File: src/rtl/axil_reg_slave_pkg.sv
// Shared types and constants for the AXI4-Lite register slave.
// Holds response codes, the write/read FSM state encodings and index sizing.
// No logic of its own; imported by the top and the register bank.
package axil_reg_slave_pkg;

    // AXI response codes; the top casts these to its response field width.
    typedef enum logic [2:0] {
        RESP_OKAY   = 3'd0,
        RESP_EXOKAY = 3'd1,
        RESP_SLVERR = 3'd2,
        RESP_DECERR = 3'd3
    } axi_resp_e;

    // Write channel: address and data may arrive together or in either order.
    typedef enum logic [1:0] {
        W_IDLE      = 2'd0,
        W_HAVE_ADDR = 2'd1,
        W_HAVE_DATA = 2'd2,
        W_RESP      = 2'd3
    } wr_state_e;

    // Read channel: accept an address, then hold the data beat until taken.
    typedef enum logic {
        R_IDLE = 1'b0,
        R_DATA = 1'b1
    } rd_state_e;

    // Bits needed to select one of num_regs registers (at least one bit).
    function automatic int reg_idx_width(input int num_regs);
        return (num_regs < 2) ? 1 : $clog2(num_regs);
    endfunction

endpackage

File: src/rtl/axil_reg_bank.sv
// Bank of 32-bit registers with one byte-strobed write port and one read port.
// Latency: write lands on the enable edge; read data registered one cycle after rd_en_i.
// Backpressure: none; the read result holds until the next rd_en_i.
module axil_reg_bank
    import axil_reg_slave_pkg::*;
#(
    parameter int NUM_REGS = 4,
    parameter int IDX_W    = reg_idx_width(NUM_REGS)
) (
    input  logic             clk_i,
    input  logic             rst_ni,
    input  logic             wr_en_i,
    input  logic [IDX_W-1:0] wr_idx_i,
    input  logic [31:0]      wr_data_i,
    input  logic [3:0]       wr_strb_i,
    input  logic             rd_en_i,
    input  logic             rd_clr_i,
    input  logic [IDX_W-1:0] rd_idx_i,
    output logic [31:0]      rd_data_o
);

    logic [31:0] regs_q [NUM_REGS];
    logic [31:0] rd_data_q;

    // Byte-lane write: only lanes with their strobe set are updated.
    always_ff @(posedge clk_i) begin
        if (!rst_ni) begin
            for (int i = 0; i < NUM_REGS; i++) begin
                regs_q[i] <= '0;
            end
        end else if (wr_en_i) begin
            for (int b = 0; b < 4; b++) begin
                if (wr_strb_i[b]) begin
                    regs_q[wr_idx_i][8*b +: 8] <= wr_data_i[8*b +: 8];
                end
            end
        end
    end

    // Read samples the array before this edge's write lands, so a same-edge
    // collision returns the old contents. rd_clr_i forces a zero result.
    always_ff @(posedge clk_i) begin
        if (!rst_ni) begin
            rd_data_q <= '0;
        end else if (rd_en_i) begin
            rd_data_q <= rd_clr_i ? 32'h0 : regs_q[rd_idx_i];
        end
    end

    assign rd_data_o = rd_data_q;

endmodule

File: src/rtl/axil_reg_slave.sv
// AXI4-Lite slave exposing NUM_REGS 32-bit registers in a window at BASE_ADDR.
// Latency: B valid one cycle after the last of AW/W; R valid one cycle after AR.
// Backpressure: B and R beats hold stable until taken; channel readies stay low meanwhile.
module axil_reg_slave
    import axil_reg_slave_pkg::*;
#(
    parameter int DATA_WIDTH = 32,
    parameter int ADDR_WIDTH = 8,
    parameter int RESP_WIDTH = 3,
    parameter int NUM_REGS   = 4,
    parameter int BASE_ADDR  = 0
) (
    input  logic                  s_axi_aclk,
    input  logic                  s_axi_aresetn,
    input  logic [ADDR_WIDTH-1:0] s_axi_awaddr,
    input  logic                  s_axi_awvalid,
    output logic                  s_axi_awready,
    input  logic [DATA_WIDTH-1:0] s_axi_wdata,
    input  logic [DATA_WIDTH/8:0] s_axi_wstrb,
    input  logic                  s_axi_wvalid,
    output logic                  s_axi_wready,
    output logic [RESP_WIDTH-1:0] s_axi_bresp,
    output logic                  s_axi_bvalid,
    input  logic                  s_axi_bready,
    input  logic [ADDR_WIDTH-1:0] s_axi_araddr,
    input  logic                  s_axi_arvalid,
    output logic                  s_axi_arready,
    output logic [DATA_WIDTH-1:0] s_axi_rdata,
    output logic [RESP_WIDTH-1:0] s_axi_rresp,
    output logic                  s_axi_rvalid,
    input  logic                  s_axi_rready
);

    localparam int IDX_W = reg_idx_width(NUM_REGS);
    // Byte offset bits inside the window; the window is aligned to its size,
    // so an address is in range exactly when the bits above this match the base.
    localparam int OFS_W = IDX_W + 2;
    localparam logic [31:0] WIN_TAG = 32'(BASE_ADDR) >> OFS_W;
    localparam logic [RESP_WIDTH-1:0] RSP_OKAY   = RESP_WIDTH'(RESP_OKAY);
    localparam logic [RESP_WIDTH-1:0] RSP_SLVERR = RESP_WIDTH'(RESP_SLVERR);

    function automatic logic in_window(input logic [ADDR_WIDTH-1:0] addr);
        return (32'(addr) >> OFS_W) == WIN_TAG;
    endfunction

    // Write channel state
    wr_state_e             wstate_q;
    logic                  awready_q;
    logic                  wready_q;
    logic                  bvalid_q;
    logic [RESP_WIDTH-1:0] bresp_q;
    logic [ADDR_WIDTH-1:0] awaddr_q;
    logic [DATA_WIDTH-1:0] wdata_q;
    logic [3:0]            wstrb_q;

    // Read channel state
    rd_state_e             rstate_q;
    logic                  arready_q;
    logic                  rvalid_q;
    logic [RESP_WIDTH-1:0] rresp_q;

    // Handshakes and commit-side selections
    logic                  aw_hs;
    logic                  w_hs;
    logic                  ar_hs;
    logic                  wr_commit;
    logic                  wr_in_win;
    logic                  ar_in_win;
    logic [ADDR_WIDTH-1:0] wr_addr_d;
    logic [DATA_WIDTH-1:0] wr_data_d;
    logic [3:0]            wr_strb_d;
    logic [IDX_W-1:0]      wr_idx;
    logic [IDX_W-1:0]      rd_idx;
    logic [31:0]           bank_rdata;

    // The strobe port carries one spare bit above the four byte lanes.
    logic unused_wstrb_msb;
    assign unused_wstrb_msb = s_axi_wstrb[DATA_WIDTH/8];

    assign aw_hs = s_axi_awvalid && awready_q;
    assign w_hs  = s_axi_wvalid  && wready_q;
    assign ar_hs = s_axi_arvalid && arready_q;

    // On the committing edge, whichever half arrives now comes straight from
    // the bus; the half that arrived earlier comes from its holding register.
    assign wr_addr_d = aw_hs ? s_axi_awaddr     : awaddr_q;
    assign wr_data_d = w_hs  ? s_axi_wdata      : wdata_q;
    assign wr_strb_d = w_hs  ? s_axi_wstrb[3:0] : wstrb_q;
    assign wr_in_win = in_window(wr_addr_d);
    assign wr_idx    = wr_addr_d[OFS_W-1:2];

    assign ar_in_win = in_window(s_axi_araddr);
    assign rd_idx    = s_axi_araddr[OFS_W-1:2];

    // Commit happens on the edge that completes the address/data pair.
    always_comb begin
        wr_commit = 1'b0;
        case (wstate_q)
            W_IDLE:      wr_commit = aw_hs && w_hs;
            W_HAVE_ADDR: wr_commit = w_hs;
            W_HAVE_DATA: wr_commit = aw_hs;
            default:     wr_commit = 1'b0;
        endcase
    end

    // Write FSM: collect AW and W in any order, commit, then hold B until taken.
    always_ff @(posedge s_axi_aclk) begin
        if (!s_axi_aresetn) begin
            wstate_q  <= W_IDLE;
            awready_q <= 1'b0;
            wready_q  <= 1'b0;
            bvalid_q  <= 1'b0;
            bresp_q   <= '0;
            awaddr_q  <= '0;
            wdata_q   <= '0;
            wstrb_q   <= '0;
        end else begin
            case (wstate_q)
                W_IDLE: begin
                    // Readies rise one cycle after arriving here (also after reset).
                    awready_q <= 1'b1;
                    wready_q  <= 1'b1;
                    if (aw_hs) begin
                        awaddr_q <= s_axi_awaddr;
                    end
                    if (w_hs) begin
                        wdata_q <= s_axi_wdata;
                        wstrb_q <= s_axi_wstrb[3:0];
                    end
                    if (aw_hs && w_hs) begin
                        awready_q <= 1'b0;
                        wready_q  <= 1'b0;
                        wstate_q  <= W_RESP;
                    end else if (aw_hs) begin
                        awready_q <= 1'b0;
                        wstate_q  <= W_HAVE_ADDR;
                    end else if (w_hs) begin
                        wready_q <= 1'b0;
                        wstate_q <= W_HAVE_DATA;
                    end
                end
                W_HAVE_ADDR: begin
                    if (w_hs) begin
                        wready_q <= 1'b0;
                        wstate_q <= W_RESP;
                    end
                end
                W_HAVE_DATA: begin
                    if (aw_hs) begin
                        awready_q <= 1'b0;
                        wstate_q  <= W_RESP;
                    end
                end
                W_RESP: begin
                    if (s_axi_bready) begin
                        bvalid_q <= 1'b0;
                        wstate_q <= W_IDLE;
                    end
                end
                default: begin
                    wstate_q <= W_IDLE;
                end
            endcase
            if (wr_commit) begin
                bvalid_q <= 1'b1;
                bresp_q  <= wr_in_win ? RSP_OKAY : RSP_SLVERR;
            end
        end
    end

    // Read FSM: accept one address, present the beat, wait for it to be taken.
    always_ff @(posedge s_axi_aclk) begin
        if (!s_axi_aresetn) begin
            rstate_q  <= R_IDLE;
            arready_q <= 1'b0;
            rvalid_q  <= 1'b0;
            rresp_q   <= '0;
        end else begin
            case (rstate_q)
                R_IDLE: begin
                    arready_q <= 1'b1;
                    if (ar_hs) begin
                        arready_q <= 1'b0;
                        rvalid_q  <= 1'b1;
                        rresp_q   <= ar_in_win ? RSP_OKAY : RSP_SLVERR;
                        rstate_q  <= R_DATA;
                    end
                end
                R_DATA: begin
                    if (s_axi_rready) begin
                        rvalid_q <= 1'b0;
                        rstate_q <= R_IDLE;
                    end
                end
                default: begin
                    rstate_q <= R_IDLE;
                end
            endcase
        end
    end

    axil_reg_bank #(
        .NUM_REGS (NUM_REGS),
        .IDX_W    (IDX_W)
    ) u_bank (
        .clk_i     (s_axi_aclk),
        .rst_ni    (s_axi_aresetn),
        .wr_en_i   (wr_commit && wr_in_win),
        .wr_idx_i  (wr_idx),
        .wr_data_i (wr_data_d),
        .wr_strb_i (wr_strb_d),
        .rd_en_i   (ar_hs),
        .rd_clr_i  (!ar_in_win),
        .rd_idx_i  (rd_idx),
        .rd_data_o (bank_rdata)
    );

    assign s_axi_awready = awready_q;
    assign s_axi_wready  = wready_q;
    assign s_axi_bvalid  = bvalid_q;
    assign s_axi_bresp   = bresp_q;
    assign s_axi_arready = arready_q;
    assign s_axi_rvalid  = rvalid_q;
    assign s_axi_rresp   = rresp_q;
    assign s_axi_rdata   = bank_rdata;

endmodule

File: config.mk
export PLATFORM = sky130hd
export DESIGN_NAME = axil_reg_slave
export DESIGN_NICKNAME = d
export VERILOG_FILES = /design/src/rtl/axil_reg_slave_pkg.sv /design/src/rtl/axil_reg_bank.sv /design/src/rtl/axil_reg_slave.sv
export SDC_FILE = /design/constraint.sdc
export NUM_CORES = 1
export LEC_CHECK = 0
export ABC_AREA = 1
export CAP_MARGIN = 20
export CORE_MARGIN = 1
export CORE_UTILIZATION = 51
export CTS_CLUSTER_SIZE = 28
export DETAILED_ROUTE_END_ITERATION = 7
export HOLD_SLACK_MARGIN = 0.08
export PLACE_DENSITY_LB_ADDON = 0.15
export SETUP_SLACK_MARGIN = 0.15
export SLEW_MARGIN = 30
export SYNTH_ARGS = -nofsm -noshare
export SYNTH_HDL_FRONTEND = slang
export SYNTH_SLANG_ARGS = --single-unit
File: constraint.sdc
create_clock -name s_axi_aclk -period 2.1 [get_ports s_axi_aclk]
set_input_delay 0.21 -clock s_axi_aclk [delete_from_list [all_inputs] [get_ports s_axi_aclk]]
set_output_delay 0.21 -clock s_axi_aclk [all_outputs]
set_load 0.02 [all_outputs]
==> impl_metrics.tcl <==
set metrics [dict create \
    drc 0 \
    num_vias 7534 \
    cp.depth 11 \
    die-width_um 138 \
    hold_violations 0 \
    min_period_over_period 0.969 \
    syn-cell-area_sq_um 9440 \
    grt_usage 0.231 \
    setup_viol 0 \
    design_area_sq_um 12800 \
    routed_wirelength_um 23000 \
    slew_headroom 0.658 \
    rows 49 \
    cp-startpoint "wstate_q[1]" \
    ioPinCount 103 \
    drv_cap 0 \
    slowest_delay_ps 340 \
    die_h_um 138 \
    worst_pin_slew_ps 514 \
    layout_commonest_cell "nor2_1" \
    cts_buffer_depth 3 \
    r2r_end "u_bank.regs_q[1][7]" \
    powerDensity_nw_per_um2 993 \
    fin_crit_ps 2030 \
    n_antenna_cell 0 \
    tns_ps 0 \
    ir_worst_vdd_v 0.000853 \
    critical_path.most_common_cell "nand4_4" \
    worst_path_max_delay_cell "dfxtp_2" \
    critical_path.endpoint_type "register" \
    crit_fanout 8 \
    drive_gt1_frac 0.205 \
    slew_violations 0 \
    clk_pin_slew_worst_paths_ps 70 \
    crit_required_ps 2310 \
    antenna_found_initial 0 \
    worstRegToRegCells 11 \
    p_leak_uw 0.00505 \
    hold_buffers 0 \
    crit_buf_inv 2 \
    cts_made_buffers 22 \
    drtPass1Iterations 5 \
    reg2reg_slack_ps 70 \
    ant_nets 0 \
    initial_core_util 0.524 \
    timing.fmax_ghz 0.491 \
    clockRootBuffer "clkbuf_16" \
    placedInstanceArea_sq_um 11100 \
    skew_ps 15.4 \
    crit_chain "inv_2 > ha_2 > nand3_2 > nand2_2 > nor2_4 > nor2_8 > nand4_4 > nand2_8 > buf_12 > nand4_4 > nand2_4" \
    fp.coreArea_sq_um 18000 \
    ys_types 33 \
    ys_ff_latch 212 \
    cp-start-kind "register" \
    cts_tree "built" \
    grt_max_degree 72 \
    drtIter0Drc 555 \
    yosys_warnings 0 \
    rsz0062_at_grt "yes" \
    path_class "register to register" \
    r2r_start "wstate_q[1]" \
    dp_hpwl_um 14800 \
    clock_latency_ps 510 \
    io_buffers 93 \
    avgSynthCellArea_sq_um 9.05 \
    dieArea_sq_um 19100 \
    fin_nets 1234 \
    worstPathArrival_ps 2250 \
    gp_congestion 0.845 \
    grt_pass1_wl_um 35900 \
    area_growth_pct 35.4 \
    netlist_instances 1043 \
    first_global_vias 6899 \
    overflow 0 \
    h-tree-depth 1 \
    path_delay_family "simple AND/OR/NAND/NOR gates" \
    avgRoutedWirePerCell_um 16.3 \
    vias_per_cell 5.32 \
    hp-class "input pin to register" \
    ys_seq_area_frac 0.586 \
    cts.sinks 212 \
    status "finished, final reports clean" \
    final_cell_mix "nor2_1 (174), edfxtp_1 (128), nand2_1 (120)" \
    cp-endpoint "u_bank.regs_q[1][7]" \
]
where the power goes:
group | leakage [uW] | internal [uW] | switching (uW) | total, uW
clock | 0.000351 | 2240 | 1640 | 3880
sequential | 0.00201 | 4940 | 247 | 5190
combinational | 0.00269 | 1210 | 2410 | 3620
cell type report:
class	count	area [sq um]
timing repair buffer	161	1670
multi-input combinational	648	4090
inverter	125	475
clock inverter	11	93.8
fill	1328	5250
sequential	212	5530
clock buffer	29	628
tap	229	287
cell families after synthesis:
group                      Yosys count  share of synthesized area
and+or+nand+nor                    416                      0.194
AOI/OAI and AO/OA                  224                      0.137
DFF                                212                      0.586
buffers and inverters              186                     0.0784
adders and majority gates            4                    0.00530
other                                1                   0.000397
state kept, by name, summed over array words and instances (netlist names), 2 cells and up:
signal and flops:
wstate_q 2, wstrb_q 4, wdata_q 32, u_bank.rd_data_o 32, u_bank.regs_q 128, awaddr_q 6
worst min path at each step:
stage	start	to	depth (start not counted)
after floorplan	s_axi_bready	s_axi_bvalid	1
after global placement	awaddr_q[2]	awaddr_q[2]	2
after detailed placement	awaddr_q[3]	awaddr_q[3]	2
after CTS	s_axi_aresetn	awaddr_q[3]	4
after global routing	s_axi_aresetn	wstrb_q[0]	4
final	s_axi_aresetn	awaddr_q[2]	4
stage by stage:
| stage | hold WS [ps] | cells | setup WS (ps) | util | power (uW) |
|---|---|---|---|---|---|
| 3_5_place_dp | 443 | 1370 | -253 | 0.614 | 8220 |
| 5_1_grt | 225 | 1415 | -11.1 | 0.709 | 13300 |
| 3_3_place_gp | 441 | 1370 | -236 | 0.614 | 8130 |
| 6_report | 212 | 1415 | 65.3 | 0.709 | 12700 |
| 4_1_cts | 208 | 1412 | 79.8 | 0.670 | 12200 |
| 2_1_floorplan | 309 | 1046 | 56.6 | - | 7150 |
worst reg2reg max path, cell delays in order, from the launching register on:
cell and delay (ps):
dfxtp_2 340, inv_2 60, ha_2 210, nand3_2 110
nand2_2 110, nor2_4 50, nor2_8 120, nand4_4 120
nand2_8 140, buf_12 170, nand4_4 140, nand2_4 180
routing by layer:
metal	global-route usage	up-vias	wire length [um]
met5	0	-	0
met3	0.0336	26	1280
met1	0.343	3555	10500
li1	-	3718	-
met4	0.0532	0	345
met2	0.358	235	10900
repair_timing:
action | in CTS | in global routing
resized for setup | 65 | 149
pin swaps | 18 | 10
buffers inserted | 0 | 2
setup endpoints to repair | 241 | 260
gates cloned | 2 | 1
Yosys cell counts (all sizes together):
master	count	area [sq um]
a211oi	6	45.0
a21oi	72	360
a31oi	2	12.5
a41oi	1	8.76
buf	14	93.8
clkbuf	47	176
conb	1	3.75
dfxtp	84	1680
edfxtp	128	3840
ha	4	50.1
inv	125	469
nand2	173	664
nand3	12	70.1
nand3b	1	20.0
nand4	14	239
nor2	215	828
nor3	1	5.00
o2111a	1	11.3
o21ai	110	573
o32ai	32	280
No activity file was read; power rests on OpenSTA's default activity.
